===== config.mk =====
export PLATFORM = sky130hd
export DESIGN_NAME = seq_extend_alu
export DESIGN_NICKNAME = d
export VERILOG_FILES = /design/src/rtl/seq_extend_alu_pkg.sv /design/src/rtl/seq_extend_alu_core.sv /design/src/rtl/seq_extend_alu.sv
export SDC_FILE = /design/constraint.sdc
export NUM_CORES = 1
export LEC_CHECK = 0
export ABC_CLOCK_PERIOD_IN_PS = 2500
export BUFFER_PORTS_ARGS = -buffer_cell sky130_fd_sc_hd__buf_4
export CORE_AREA = 4 4 146 148
export CTS_CLUSTER_DIAMETER = 200
export DETAILED_ROUTE_END_ITERATION = 10
export DIE_AREA = 0 0 150 152
export PLACE_DENSITY_LB_ADDON = 0.1
export RECOVER_POWER = 25
export SKIP_CTS_REPAIR_TIMING = 1
export SYNTH_ARGS = -nofsm -noshare
export SYNTH_HDL_FRONTEND = slang
export SYNTH_SLANG_ARGS = --single-unit

===== constraint.sdc =====
create_clock -name clk -period 2.5 [get_ports clk]
set_input_delay 0.25 -clock clk [delete_from_list [all_inputs] [get_ports clk]]
set_output_delay 0.25 -clock clk [all_outputs]
set_load 0.02 [all_outputs]

===== src/rtl/seq_extend_alu_pkg.sv =====
`default_nettype none
// ============================================================================
//  Module   : seq_extend_alu_pkg
//  Brief    : Shared op-class / shift-select encodings and FSM states.
//  Revision : 1.0
// ============================================================================
package seq_extend_alu_pkg;

    localparam logic [1:0] OP_MUL   = 2'b00;
    localparam logic [1:0] OP_SHIFT = 2'b01;
    localparam logic [1:0] OP_RSVD  = 2'b10;
    localparam logic [1:0] OP_ALU   = 2'b11;

    localparam logic [1:0] SH_Y_RIGHT = 2'b00;
    localparam logic [1:0] SH_X_RIGHT = 2'b01;
    localparam logic [1:0] SH_Y_LEFT  = 2'b10;
    localparam logic [1:0] SH_X_LEFT  = 2'b11;

    typedef enum logic [1:0] {
        IDLE  = 2'd0,
        MUL   = 2'd1,
        SHIFT = 2'd2,
        DONE  = 2'd3
    } state_t;

endpackage
`default_nettype wire


===== src/rtl/seq_extend_alu_core.sv =====
`default_nettype none
// ============================================================================
//  Module   : alu_core
//  Brief    : Combinational zx/nx/zy/ny/f/no ALU, WIDTH bits.
//  Revision : 1.0
// ============================================================================
module alu_core #(
    parameter int WIDTH = 16
) (
    input  logic [WIDTH-1:0] i_x,
    input  logic [WIDTH-1:0] i_y,
    input  logic             i_zx,
    input  logic             i_nx,
    input  logic             i_zy,
    input  logic             i_ny,
    input  logic             i_f,
    input  logic             i_no,
    output logic [WIDTH-1:0] o_out
);

    logic [WIDTH-1:0] w_x0, w_x1, w_y0, w_y1, w_f;

    assign w_x0  = i_zx ? '0 : i_x;
    assign w_x1  = i_nx ? ~w_x0 : w_x0;
    assign w_y0  = i_zy ? '0 : i_y;
    assign w_y1  = i_ny ? ~w_y0 : w_y0;
    assign w_f   = i_f ? (w_x1 + w_y1) : (w_x1 & w_y1);
    assign o_out = i_no ? ~w_f : w_f;

endmodule
`default_nettype wire


===== src/rtl/seq_extend_alu.sv =====
`default_nettype none
// ============================================================================
//  Module   : seq_extend_alu
//  Brief    : Multi-cycle ALU: 1-cycle ALU ops, iterative shift and multiply.
//  Revision : 1.0
// ============================================================================
module seq_extend_alu
    import seq_extend_alu_pkg::*;
#(
    parameter int WIDTH   = 16,
    parameter int SHAMT_W = 4
) (
    input  logic             clk,
    input  logic             rst_n,
    input  logic             in_valid,
    output logic             in_ready,
    input  logic [WIDTH-1:0] x,
    input  logic [WIDTH-1:0] y,
    input  logic [8:0]       instruction,
    output logic             out_valid,
    input  logic             out_ready,
    output logic [WIDTH-1:0] out,
    output logic             zr,
    output logic             ng
);

    localparam int CNT_W = ($clog2(WIDTH) > SHAMT_W) ? $clog2(WIDTH) : SHAMT_W;

    state_t             r_state, w_state_nxt;
    logic [WIDTH-1:0]   r_acc, r_mcand, r_mplier;
    logic [CNT_W-1:0]   r_cnt;
    logic               r_left;
    logic [WIDTH-1:0]   r_out;
    logic               r_zr, r_ng;

    logic               w_accept, w_load_out, w_sh_left;
    logic [1:0]         w_op, w_sh_sel;
    logic [SHAMT_W-1:0] w_shamt;
    logic [WIDTH-1:0]   w_alu_res, w_sh_src, w_acc_shift, w_acc_mul, w_result;
    logic               w_unused_ok;

    assign w_unused_ok = instruction[6];

    assign in_ready  = (r_state == IDLE);
    assign out_valid = (r_state == DONE);
    assign out       = r_out;
    assign zr        = r_zr;
    assign ng        = r_ng;

    assign w_accept  = in_valid && in_ready;
    assign w_op      = instruction[8:7];
    assign w_sh_sel  = instruction[5:4];
    assign w_sh_left = (w_sh_sel == SH_Y_LEFT) || (w_sh_sel == SH_X_LEFT);
    assign w_sh_src  = ((w_sh_sel == SH_X_RIGHT) || (w_sh_sel == SH_X_LEFT)) ? x : y;
    // A zero shift amount would mean "no work"; the encoding defines it as 1.
    assign w_shamt   = (instruction[SHAMT_W-1:0] == '0) ? SHAMT_W'(1)
                                                        : instruction[SHAMT_W-1:0];

    assign w_acc_shift = r_left ? {r_acc[WIDTH-2:0], 1'b0}
                                : {r_acc[WIDTH-1], r_acc[WIDTH-1:1]};
    assign w_acc_mul   = r_mplier[0] ? (r_acc + r_mcand) : r_acc;

    alu_core #(.WIDTH(WIDTH)) u_alu_core (
        .i_x   (x),
        .i_y   (y),
        .i_zx  (instruction[5]),
        .i_nx  (instruction[4]),
        .i_zy  (instruction[3]),
        .i_ny  (instruction[2]),
        .i_f   (instruction[1]),
        .i_no  (instruction[0]),
        .o_out (w_alu_res)
    );

    always_ff @(posedge clk or negedge rst_n) begin
        if (!rst_n) r_state <= IDLE;
        else        r_state <= w_state_nxt;
    end

    always_comb begin
        w_state_nxt = r_state;
        w_load_out  = 1'b0;
        w_result    = '0;
        case (r_state)
            IDLE: begin
                if (w_accept) begin
                    case (w_op)
                        OP_MUL:   w_state_nxt = MUL;
                        OP_SHIFT: w_state_nxt = SHIFT;
                        OP_ALU: begin
                            w_state_nxt = DONE;
                            w_load_out  = 1'b1;
                            w_result    = w_alu_res;
                        end
                        default: begin
                            w_state_nxt = DONE;
                            w_load_out  = 1'b1;
                        end
                    endcase
                end
            end
            MUL: begin
                if (r_cnt == CNT_W'(WIDTH-1)) begin
                    w_state_nxt = DONE;
                    w_load_out  = 1'b1;
                    w_result    = w_acc_mul;
                end
            end
            SHIFT: begin
                if (r_cnt == CNT_W'(1)) begin
                    w_state_nxt = DONE;
                    w_load_out  = 1'b1;
                    w_result    = w_acc_shift;
                end
            end
            DONE: begin
                if (out_ready) w_state_nxt = IDLE;
            end
            default: w_state_nxt = IDLE;
        endcase
    end

    // Shared datapath: r_acc is the product accumulator or the shift register.
    always_ff @(posedge clk or negedge rst_n) begin
        if (!rst_n) begin
            r_acc    <= '0;
            r_mcand  <= '0;
            r_mplier <= '0;
            r_cnt    <= '0;
            r_left   <= 1'b0;
            r_out    <= '0;
            r_zr     <= 1'b0;
            r_ng     <= 1'b0;
        end else begin
            case (r_state)
                IDLE: begin
                    if (w_accept && (w_op == OP_MUL)) begin
                        r_acc    <= '0;
                        r_mcand  <= x;
                        r_mplier <= y;
                        r_cnt    <= '0;
                    end else if (w_accept && (w_op == OP_SHIFT)) begin
                        r_acc    <= w_sh_src;
                        r_left   <= w_sh_left;
                        r_cnt    <= CNT_W'(w_shamt);
                    end
                end
                MUL: begin
                    r_acc    <= w_acc_mul;
                    r_mcand  <= r_mcand << 1;
                    r_mplier <= r_mplier >> 1;
                    r_cnt    <= r_cnt + CNT_W'(1);
                end
                SHIFT: begin
                    r_acc <= w_acc_shift;
                    r_cnt <= r_cnt - CNT_W'(1);
                end
                default: ;
            endcase
            if (w_load_out) begin
                r_out <= w_result;
                r_zr  <= (w_result == '0);
                r_ng  <= w_result[WIDTH-1];
            end
        end
    end

endmodule
`default_nettype wire


==> metrics.md, run 1 <==
| Metric | Value |
|---|---|
| Diode count | `0` |
| Avg Cell Area, Syn | `~8.3 um^2` |
| Design Area, Final | `~10000 um^2` |
| Worst slew pin tran | `around 2.0 ns` |
| Most frequent cell after synthesis | `nand2_1` |
| Fillcell total | `2,016` |
| Reg2reg start | `r_acc[0]` |
| Total Die Area | `22,800 um^2` |
| Critical Path RT | `approximately 2.7 ns` |
| Placement Cell Area | `~9000 um^2` |
| WP data arrival | `~3.2 ns` |
| Slew Viols, Final | `73` |
| Critical Path Fanout Max | `3` |
| EDFF count, synth | `0` |
| Drt first-iter violations | `roughly 480` |
| Reg2Reg Depth | `11` |
| Largest net degree at the start of global routing | `73` |
| DRC | `0` |
| Fmax | `roughly 340 MHz` |
| Slew margin rel. | `-34.0%` |
| Cells after synthesis | `approximately 840` |
| Area Growth Syn to Fin | `41.2%` |
| Buffers on Ports | `63` |
| Status | `finished, violations left` |
| Mapped Area | `roughly 6900 um^2` |
| Hold Fails Final Rpt | `0` |
| Max Root-Sink Buffers | `2` |
| Final worst-path setup slack | `-0.426 ns` |
| Final period util | `117%` |
| Average wire per standard cell | `19.7 um` |
| Worst hold path endpoint | `r_mcand[7]` |
| Drt pass-1 iters | `7` |
| Setup crit start | `r_acc[0]` |
| Crit. End Element | `flop` |
| Synth Flop Type | `dfrtp_1` |
| Sink Count | `72` |
| Clock Skews | `0.0102 ns` |
| WS Path Type | `flop to flop` |
| Die height | `~150 um` |
| Cell taking the most area after synthesis | `dfrtp_1` |
| Max-Cap Viols | `1` |
| Vias | `6,993` |
| Remaining antenna violation count after routing | `0` |
| Root Driver | `clkbuf_16` |
| Share of cells above drive strength 1 | `36.3%` |
| Tot GR Track Use | `a little under a quarter` |
| Final Wtd Congestion | `approximately 0.95` |
| Register area share after synthesis | `between 20 and 30%` |
| Worst-Skew Late Latency | `approximately 0.35 ns` |
| Synth top area cells | `dfrtp_1, mux2i_1, ha_1` |
| Unrepaired setup endpoints after global routing | `yes` |
| Leak | `4.51 nW` |
| Post-detail-place hpwl | `roughly 21,000 um` |
| Total CTS buffers | `9` |
| # IOs | `65` |
| Setup_tns | `-3.02 ns` |
| Core footprint | `roughly 20,000 um^2` |
| CTS tree | `built` |
| Hold Path Class | `primary input to flop` |
| Tot Pwr | `between 10 and 15 mW` |
| CTS H-tree depth | `3` |
| Inst Count DP | `1,315` |
| Final setup fails | `14` |
| Synth async-reset ratio | `100%` |
| Most frequent cells after synthesis | `nand2_1, dfrtp_1, o21ai_0` |
| Critical Path Source Type | `flop` |
| Global-route wire length before repair | `~40,000 um` |
| Vias per cell | `5.23` |
| Non-Filler Instances | `about 1,300` |
| Hold depth | `3` |
| Final wirelength | `around 26,000 um` |
| Syn Nets | `approximately 920` |
| Initial core utilization | `approximately a third` |
| Final Core Density | `approximately half` |
| Initial antenna violation count | `0` |
| Nets | `between 1,000 and 1,500` |
| Width of the chip | `~150 um` |
| Failing checks | `capacitance limit, slew limit, setup timing` |
| Number of global-route vias before repair | `between 6,000 and 7,000` |
| Power density over the cells | `between 1000 and 1500 nW/um^2` |
| Synth unique cells | `73` |
| R2r endpoint | `out[14]` |
| Synthesis Warnings | `0` |
| Row count | `52` |
| Hold_sp | `x[7]` |
| Register clock-pin slew on the reported worst setup and hold paths | `approximately 0.070 ns` |
| Grt ovf | `0` |
| Peak VDD IR | `just under 0.8 mV` |
| Pre-CTS setup slack | `-0.722 ns` |
| WHS | `about 0.24 ns` |
| Reg-to-reg slack, setup | `-0.43 ns` |
| Post-synth top area share | `around a quarter` |
| Min Tclk post-route | `between 2 and 3 ns` |
| Seq cells post-synth | `72` |
==> per-layer routing <==
metal / global-route usage, % / share of wire, % / wire, um / vias to the layer above
li1: - / - / - / 3470
met1: 33.4 / 48 / 12600 / 3298
met2: 35.8 / 46 / 12100 / 189
met3: 2.89 / 4.2 / 1100 / 36
met4: 6.41 / 2.4 / 624 / 0
met5: 0 / 0 / 0 / -
==> cell usage in the layout (no fill, tap or decap), drive strengths merged, types with 4 or more instances in the layout <==
master,n
nand3b,6
nand3,15
and2,4
or3,6
mux2,32
nand2b,38
and3,5
or2,4
a31oi,11
mux2i,54
o211ai,7
dfrtp,72
nor2b,5
nor4,4
a22oi,14
xnor2,48
o21bai,5
nor3,15
o21ai,70
buf,265
a211oi,7
nand2,94
nor2,57
xor2,17
a21oi,52
o22ai,9
inv,31
clkbuf,11
a21o,9
a221o,7
ha,40
nand4,4
a22o,4
==> critical path: stages (launching register included) <==
cell and delay, ns:
dfrtp_1 0.39, ha_2 0.20, fa_2 0.37, a21oi_4 0.16, buf_4 0.13, o21ai_2 0.08
a311oi_4 0.41, o311ai_2 0.13, xor2_1 0.19, a22o_1 0.21, a211o_1 0.26, mux2_4 0.26
==> layout make-up <==
cell class	instances	area (um^2)	share of cell area, %
clock buffer	9	225	2.30
sequential	72	1800	18.4
multi-input combinational	686	5170	52.8
inverter	27	101	1.03
timing repair buffer	267	2080	21.2
tap	270	338	3.45
clock inverter	7	83.8	0.855
==> sequential cells by signal, summed over array words and instances, names as in the netlist <==
name / flops
r_acc: 16
out: 16
r_cnt: 4
r_state: 2
r_mplier: 16
r_left: 1
r_mcand: 16
zr: 1
==> power breakdown <==
part	internal [mW]	switching (mW)
logic	4.05	4.70
clock network	0.795	0.607
registers	1.73	0.439
==> worst max-delay path by stage <==
stage	endpoint	slack, ns	depth (start not counted)
floorplan	out[14]	-0.47	16
global placement	out[14]	-0.65	16
detailed placement	out[14]	-0.72	16
CTS	out[14]	-0.44	10
global route	zr	-0.55	12
finish	out[14]	-0.43	11
==> logic make-up (layout without fill, tap and decap cells) <==
logic type	Yosys count	after routing	synth area share, %
AND/OR/NAND/NOR	262	262	18.1
AO/OA/AOI/OAI	231	231	22.6
multiplexers	86	86	13.0
buffers and inverters	78	310	4.34
flip-flops	72	72	26.0
XOR/XNOR	65	65	8.20
adder cells (fa/ha/maj)	42	42	7.79
No activity file was read; power rests on OpenSTA's default activity.
==> run 2, diff against run 1 <==
Settings changed: ABC_CLOCK_PERIOD_IN_PS 2500 to 2850.
Clock period 2.5 ns to 2.85 ns, I/O delays scaled along.
==> run 2 against run 1 <==
Effect of this change: the run ends with setup timing left; die area did not move; maximum frequency is 0.42% lower; critical path depth is 1 lower; wire length barely moved; worst setup slack improved by 0.34 ns; critical path type unchanged.
==> metrics.md, run 2 (same netlist as run 1, synthesis figures left out) <==
| Metric | Value |
|---|---|
| Status | `finished, violations left` |
| Failing checks | `setup timing` |
| Logic pwr share | `69.7% (-1.3 points)` |
| Largest stage delay, worst path | `0.42 ns (about the same)` |
| Seq pwr share | `19.5% (+1.9 points)` |
| WP data arrival | `3.18 ns (+0.02 ns)` |
| Largest net degree at the start of global routing | `61 (-16%)` |
| Worst-Skew Late Latency | `0.36 ns (about the same)` |
| Vias | `6,884 (-1.6%)` |
| Grt ovf | `0 (unchanged)` |
| Hold Path Class | `primary input to flop` |
| Share of cells above drive strength 1 | `32.4% (-3.9 points)` |
| Total Die Area | `22,800 um^2 (unchanged)` |
| Unrepaired setup endpoints after global routing | `yes` |
| Setup crit start | `r_acc[0]` |
| Sw Share | `48.8% (+2.1 points)` |
| Final setup fails | `2 (-12)` |
| Number of global-route vias before repair | `6,927 (+3.6%)` |
| WP buf/inv | `0 (-1)` |
| Final period util | `103% (-14 points)` |
| Buffers on Ports | `63 (unchanged)` |
| Final Core Density | `46.5% (-2.4 points)` |
| # IOs | `65 (unchanged)` |
| Slowest stage cell, crit path | `a311oi_4` |
| P_sw | `4.95 mW (-14%)` |
| CTS tree | `built` |
| WHS | `0.260 ns (+0.0156 ns)` |
| Critical Path Source Type | `flop` |
| Max Root-Sink Buffers | `2 (unchanged)` |
| Tot GR Track Use | `22.9% (-0.076 points)` |
| DRC | `0 (unchanged)` |
| Die height | `152 um (unchanged)` |
| Core footprint | `20,000 um^2 (unchanged)` |
| Total CTS buffers | `9 (unchanged)` |
| Area Growth Syn to Fin | `34.3%` |
| Design Area, Final | `9320 um^2 (-4.9%)` |
| Final worst-path setup slack | `-0.0886 ns (+0.338 ns)` |
| Width of the chip | `150 um (unchanged)` |
| Initial core utilization | `34.6% (unchanged)` |
| WP depth | `10 (-1)` |
| CP top delay family | `compound AO/OA/AOI/OAI gates` |
| Slew Viols, Final | `0 (-100%)` |
| Remaining antenna violation count after routing | `0 (unchanged)` |
| Diode count | `0 (unchanged)` |
| Fillcell total | `2,048 (+1.6%)` |
| Reg2Reg Depth | `10 (-1)` |
| Pint | `5.20 mW (-21%)` |
| Clock Power Share | `10.8% (-0.6 points)` |
| Commonest non-fill, non-tap cell in the layout | `buf_4` |
| Hold depth | `3 (unchanged)` |
| Sink Count | `72 (unchanged)` |
| Clock Skews | `0.0143 ns (+0.00404 ns)` |
| Register clock-pin slew on the reported worst setup and hold paths | `0.07 ns (about the same)` |
| Tot Pwr | `10.2 mW (-18%)` |
| Leak | `4.20 nW (-6.7%)` |
| Vias per cell | `5.40 (+3.3%)` |
| Hold Fails Final Rpt | `0 (unchanged)` |
| Final Wtd Congestion | `0.962 (+1.0%)` |
| Crit. End Element | `flop` |
| Initial antenna violation count | `0 (unchanged)` |
| WS Path Type | `flop to flop` |
| Row count | `52 (unchanged)` |
| Average wire per standard cell | `20.7 um (+5.0%)` |
| Worst slew pin tran | `1.28 ns (-0.725 ns)` |
| Commonest cells after routing, fill and taps aside | `buf_4, nand2_1, dfrtp_1, o21ai_0, nor2_1` |
| Reg-to-reg slack, setup | `-0.09 ns (+0.34 ns)` |
| Critical Path RT | `3.09 ns (+0.36 ns)` |
| Power density over the cells | `1090 nW/um^2 (-13%)` |
| Reg2reg start | `r_acc[0]` |
| Worst-path cell chain | `ha_2 > fa_2 > a21oi_4 > o21ai_4 > a311oi_4 > o311ai_2 > xor2_1 > a22o_1 > a211o_1 > mux2_4` |
| Fmax | `340 MHz (-0.42%)` |
| Slew margin rel. | `14.0% (+48 points)` |
| Drt first-iter violations | `599 (+24%)` |
| R2r endpoint | `out[14]` |
| Critical Path End | `out[14]` |
| Global-route wire length before repair | `40,500 um (+0.69%)` |
| Nets | `1,087 (-5.5%)` |
| Max-Cap Viols | `0 (-1)` |
| Post-detail-place hpwl | `20,900 um (-0.67%)` |
| Root Driver | `clkbuf_16` |
| Final wirelength | `26,400 um (about the same)` |
| Placement Cell Area | `8630 um^2 (-6.0%)` |
| Min Tclk post-route | `2.94 ns (+0.0123 ns)` |
| Drt pass-1 iters | `6 (-1)` |
| CTS H-tree depth | `3 (unchanged)` |
| Critical Path Fanout Max | `3 (unchanged)` |
| Peak VDD IR | `0.606 mV (-21%)` |
-- run 2: power groups by stage --
stage	Clock, mW	Combinational (mW)	Sequential, mW
after floorplan	0	4.23	1.97
after global placement	0	6.48	1.97
after detailed placement	0	6.55	2.00
after CTS	1.12	6.59	1.98
after global routing	1.16	7.73	2.05
final	1.10	7.07	1.98
-- run 2: cell type report --
class	instances	area [um^2]	share of cell area, %
flip-flops and latches	72	1800	19.3
inverters	27	101	1.09
clock inverters	6	45.0	0.483
clock buffers	10	229	2.46
multi-input cells	686	5240	56.2
well taps	270	338	3.62
repair buffers	204	1570	16.9
-- run 2: through the flow --
step	worst slack (ns)	TNS, ns	cells
2_1_floorplan	-0.159	-0.275	836
3_3_place_gp	-0.384	-2.23	1251
3_5_place_dp	-0.520	-2.64	1251
4_1_cts	-0.301	-0.951	1267
5_1_grt	-0.267	-0.607	1275
6_report	-0.0886	-0.173	1275
-- run 2: worst min path at each step --
| stage | endpoint | slack, ns | start |
|---|---|---|---|
| after floorplan | out[0] | -0.01 | rst_n |
| after global placement | out[14] | 0.34 | rst_n |
| after detailed placement | out[14] | 0.34 | rst_n |
| after CTS | out[14] | -0.03 | rst_n |
| after global routing | r_mplier[10] | 0.28 | y[10] |
| final | r_mplier[9] | 0.26 | y[9] |
-- run 2: tightest hold or removal path, stage by stage --
cell	delay (ns)
buf_4	0.10
mux2i_1	0.06
o21ai_0	0.14
-- run 2: metal layers --
metal	up-vias	wire length (um)	global-route usage, %
li1	3334	-	-
met1	3354	12100	32.1
met2	162	12500	36.9
met3	34	1220	2.95
met4	0	586	6.36
met5	-	0	0
==> run 3, diff against run 2 <==
Settings changed: SKIP_LAST_GASP set to 1.
==> run 3 against run 2 <==
Effect of this change: the run still ends with setup timing left; clock power is essentially flat; worst setup slack got worse by 0.0033 ns; sequential power hardly changed; critical path type unchanged; critical endpoint unchanged; largest power group unchanged.
==> metrics.md, run 3 (same netlist as run 1, synthesis figures left out) <==
| Metric | Value |
|---|---|
| Setup crit start | `r_acc[0]` |
| Buffers on Ports | `63 (unchanged)` |
| Worst-Skew Late Latency | `0.35 ns (about the same)` |
| Status | `finished, violations left` |
| Register clock-pin slew on the reported worst setup and hold paths | `0.07 ns (about the same)` |
| Power density over the cells | `1090 nW/um^2 (+0.15%)` |
| Slowest stage cell, crit path | `a311oi_4` |
| Final setup fails | `2 (unchanged)` |
| Grt ovf | `0 (unchanged)` |
| Hold Fails Final Rpt | `0 (unchanged)` |
| Final period util | `103% (+0.11 points)` |
| Critical Path Fanout Max | `3 (unchanged)` |
| Worst slew pin tran | `1.29 ns (+0.00188 ns)` |
| Area Growth Syn to Fin | `33.5%` |
| Total CTS buffers | `9 (unchanged)` |
| Hold_sp | `y[9]` |
| Critical Path Source Type | `flop` |
| Inst Count DP | `1,251 (unchanged)` |
| Fillcell total | `2,059 (+0.54%)` |
| Initial antenna violation count | `0 (unchanged)` |
| Total Die Area | `22,800 um^2 (unchanged)` |
| Hold Path Class | `primary input to flop` |
| Pre-CTS setup slack | `-0.520 ns (unchanged)` |
| Reg area | `1800 um^2 (unchanged)` |
| Drt first-iter violations | `588 (-1.8%)` |
| Max Root-Sink Buffers | `2 (unchanged)` |
| WP data arrival | `3.18 ns (about the same)` |
| Crit. End Element | `flop` |
| DRC | `0 (unchanged)` |
| Area occupied by multi-input gates | `5180 um^2 (-1.0%)` |
| Core footprint | `20,000 um^2 (unchanged)` |
| Largest net degree at the start of global routing | `61 (unchanged)` |
| Final worst-path setup slack | `-0.0919 ns (-0.00327 ns)` |
| Min Tclk post-route | `2.94 ns (+0.00327 ns)` |
| Tot GR Track Use | `22.9% (unchanged)` |
| Initial core utilization | `34.6% (unchanged)` |
| Remaining antenna violation count after routing | `0 (unchanged)` |
| Vias per cell | `5.39 (-0.20%)` |
| Peak VDD IR | `0.617 mV (+1.8%)` |
| Diode count | `0 (unchanged)` |
| Final Wtd Congestion | `0.962 (unchanged)` |
| Unrepaired setup endpoints after global routing | `yes` |
| Clock Skews | `0.0144 ns (+0.000104 ns)` |
| Nets | `1,087 (unchanged)` |
| Max-Cap Viols | `0 (unchanged)` |
| Die height | `152 um (unchanged)` |
| Failing checks | `setup timing` |
| Root Driver | `clkbuf_16` |
| # IOs | `65 (unchanged)` |
| Worst-path cell chain | `ha_2 > fa_2 > a21oi_4 > o21ai_4 > a311oi_4 > o311ai_2 > xor2_1 > a22o_1 > a211o_1 > mux2_4` |
| Post-detail-place hpwl | `20,900 um (unchanged)` |
| Reg2reg start | `r_acc[0]` |
| Largest stage delay, worst path | `0.41 ns (about the same)` |
| Row count | `52 (unchanged)` |
| Critical Path RT | `3.09 ns (about the same)` |
| Global-route wire length before repair | `40,500 um (unchanged)` |
| Non-Filler Instances | `1,275 (unchanged)` |
| CP top delay family | `compound AO/OA/AOI/OAI gates` |
| Share of cells above drive strength 1 | `31.7% (-0.70 points)` |
| Final wirelength | `26,300 um (-0.49%)` |
| Drt pass-1 iters | `7 (+1)` |
| CTS tree | `built` |
| Vias | `6,870 (-0.20%)` |
| Commonest cells after routing, fill and taps aside | `buf_4, nand2_1, dfrtp_1, o21ai_0, nor2_1` |
| Slew Viols, Final | `0 (unchanged)` |
| Sink Count | `72 (unchanged)` |
| WHS | `0.261 ns (+0.000430 ns)` |
| CTS H-tree depth | `3 (unchanged)` |
| WS Path Type | `flop to flop` |
| Average wire per standard cell | `20.6 um (-0.49%)` |
| Leak | `4.17 nW (-0.73%)` |
| WP buf/inv | `0 (unchanged)` |
| Number of global-route vias before repair | `6,927 (unchanged)` |
| Tot Pwr | `10.1 mW (-0.43%)` |
| Slew margin rel. | `13.9% (-0.13 points)` |
| Fmax | `340 MHz (-0.11%)` |
| Width of the chip | `150 um (unchanged)` |
| Commonest non-fill, non-tap cell in the layout | `buf_4` |
-- run 3: cell type report --
cell class	instances	area share [%]
tap	270	3.64
sequential	72	19.4
timing repair buffer	204	17.0
inverter	27	1.09
multi-input combinational	686	55.9
clock inverter	6	0.486
clock buffer	10	2.47
-- run 3: path summary, 6_finish.rpt --
kind | end | slack (ns) | cells after the start
worst max register to register | out[14] | -0.09 | 10
max in group asynchronous | r_cnt[2] | 1.22 | 3
worst max-delay path | out[14] | -0.09 | 10
min in group asynchronous | zr | 0.74 | 2
worst min register to register | out[9] | 0.48 | 2
worst min-delay path | r_mplier[9] | 0.26 | 3
-- run 3: tightest hold or removal path, delay by kind of cell --
family	cells	cell delay, ns
buffers and inverters	1	0.10
multiplexers	1	0.06
AO/OA/AOI/OAI	1	0.14
-- run 3: power breakdown --
part / switching, mW / leakage, nW / total (mW) / internal, mW
Clock: 0.500 / 0.137 / 1.09 / 0.595
Sequential: 0.463 / 0.900 / 1.98 / 1.52
Combinational: 3.97 / 3.14 / 7.03 / 3.06
Total: 4.93 / 4.17 / 10.1 / 5.17
-- run 3: through the flow --
stage	area, um^2	setup TNS (ns)	utilization (%)
6_report	9270	-0.174	46.3
5_1_grt	9270	-0.672	46.3
2_1_floorplan	7050	-0.275	-
4_1_cts	8910	-0.951	44.4
3_5_place_dp	8630	-2.64	43.1
3_3_place_gp	8630	-2.23	43.1
-- run 3: routing by layer --
metal | vias up | part of all wire [%] | track usage, % | wire length, um
li1 | 3343 | - | - | -
met1 | 3332 | 46 | 32.1 | 12100
met2 | 165 | 48 | 36.9 | 12500
met3 | 30 | 4.1 | 2.95 | 1080
met4 | 0 | 2.1 | 6.36 | 553
met5 | - | 0 | 0 | 0
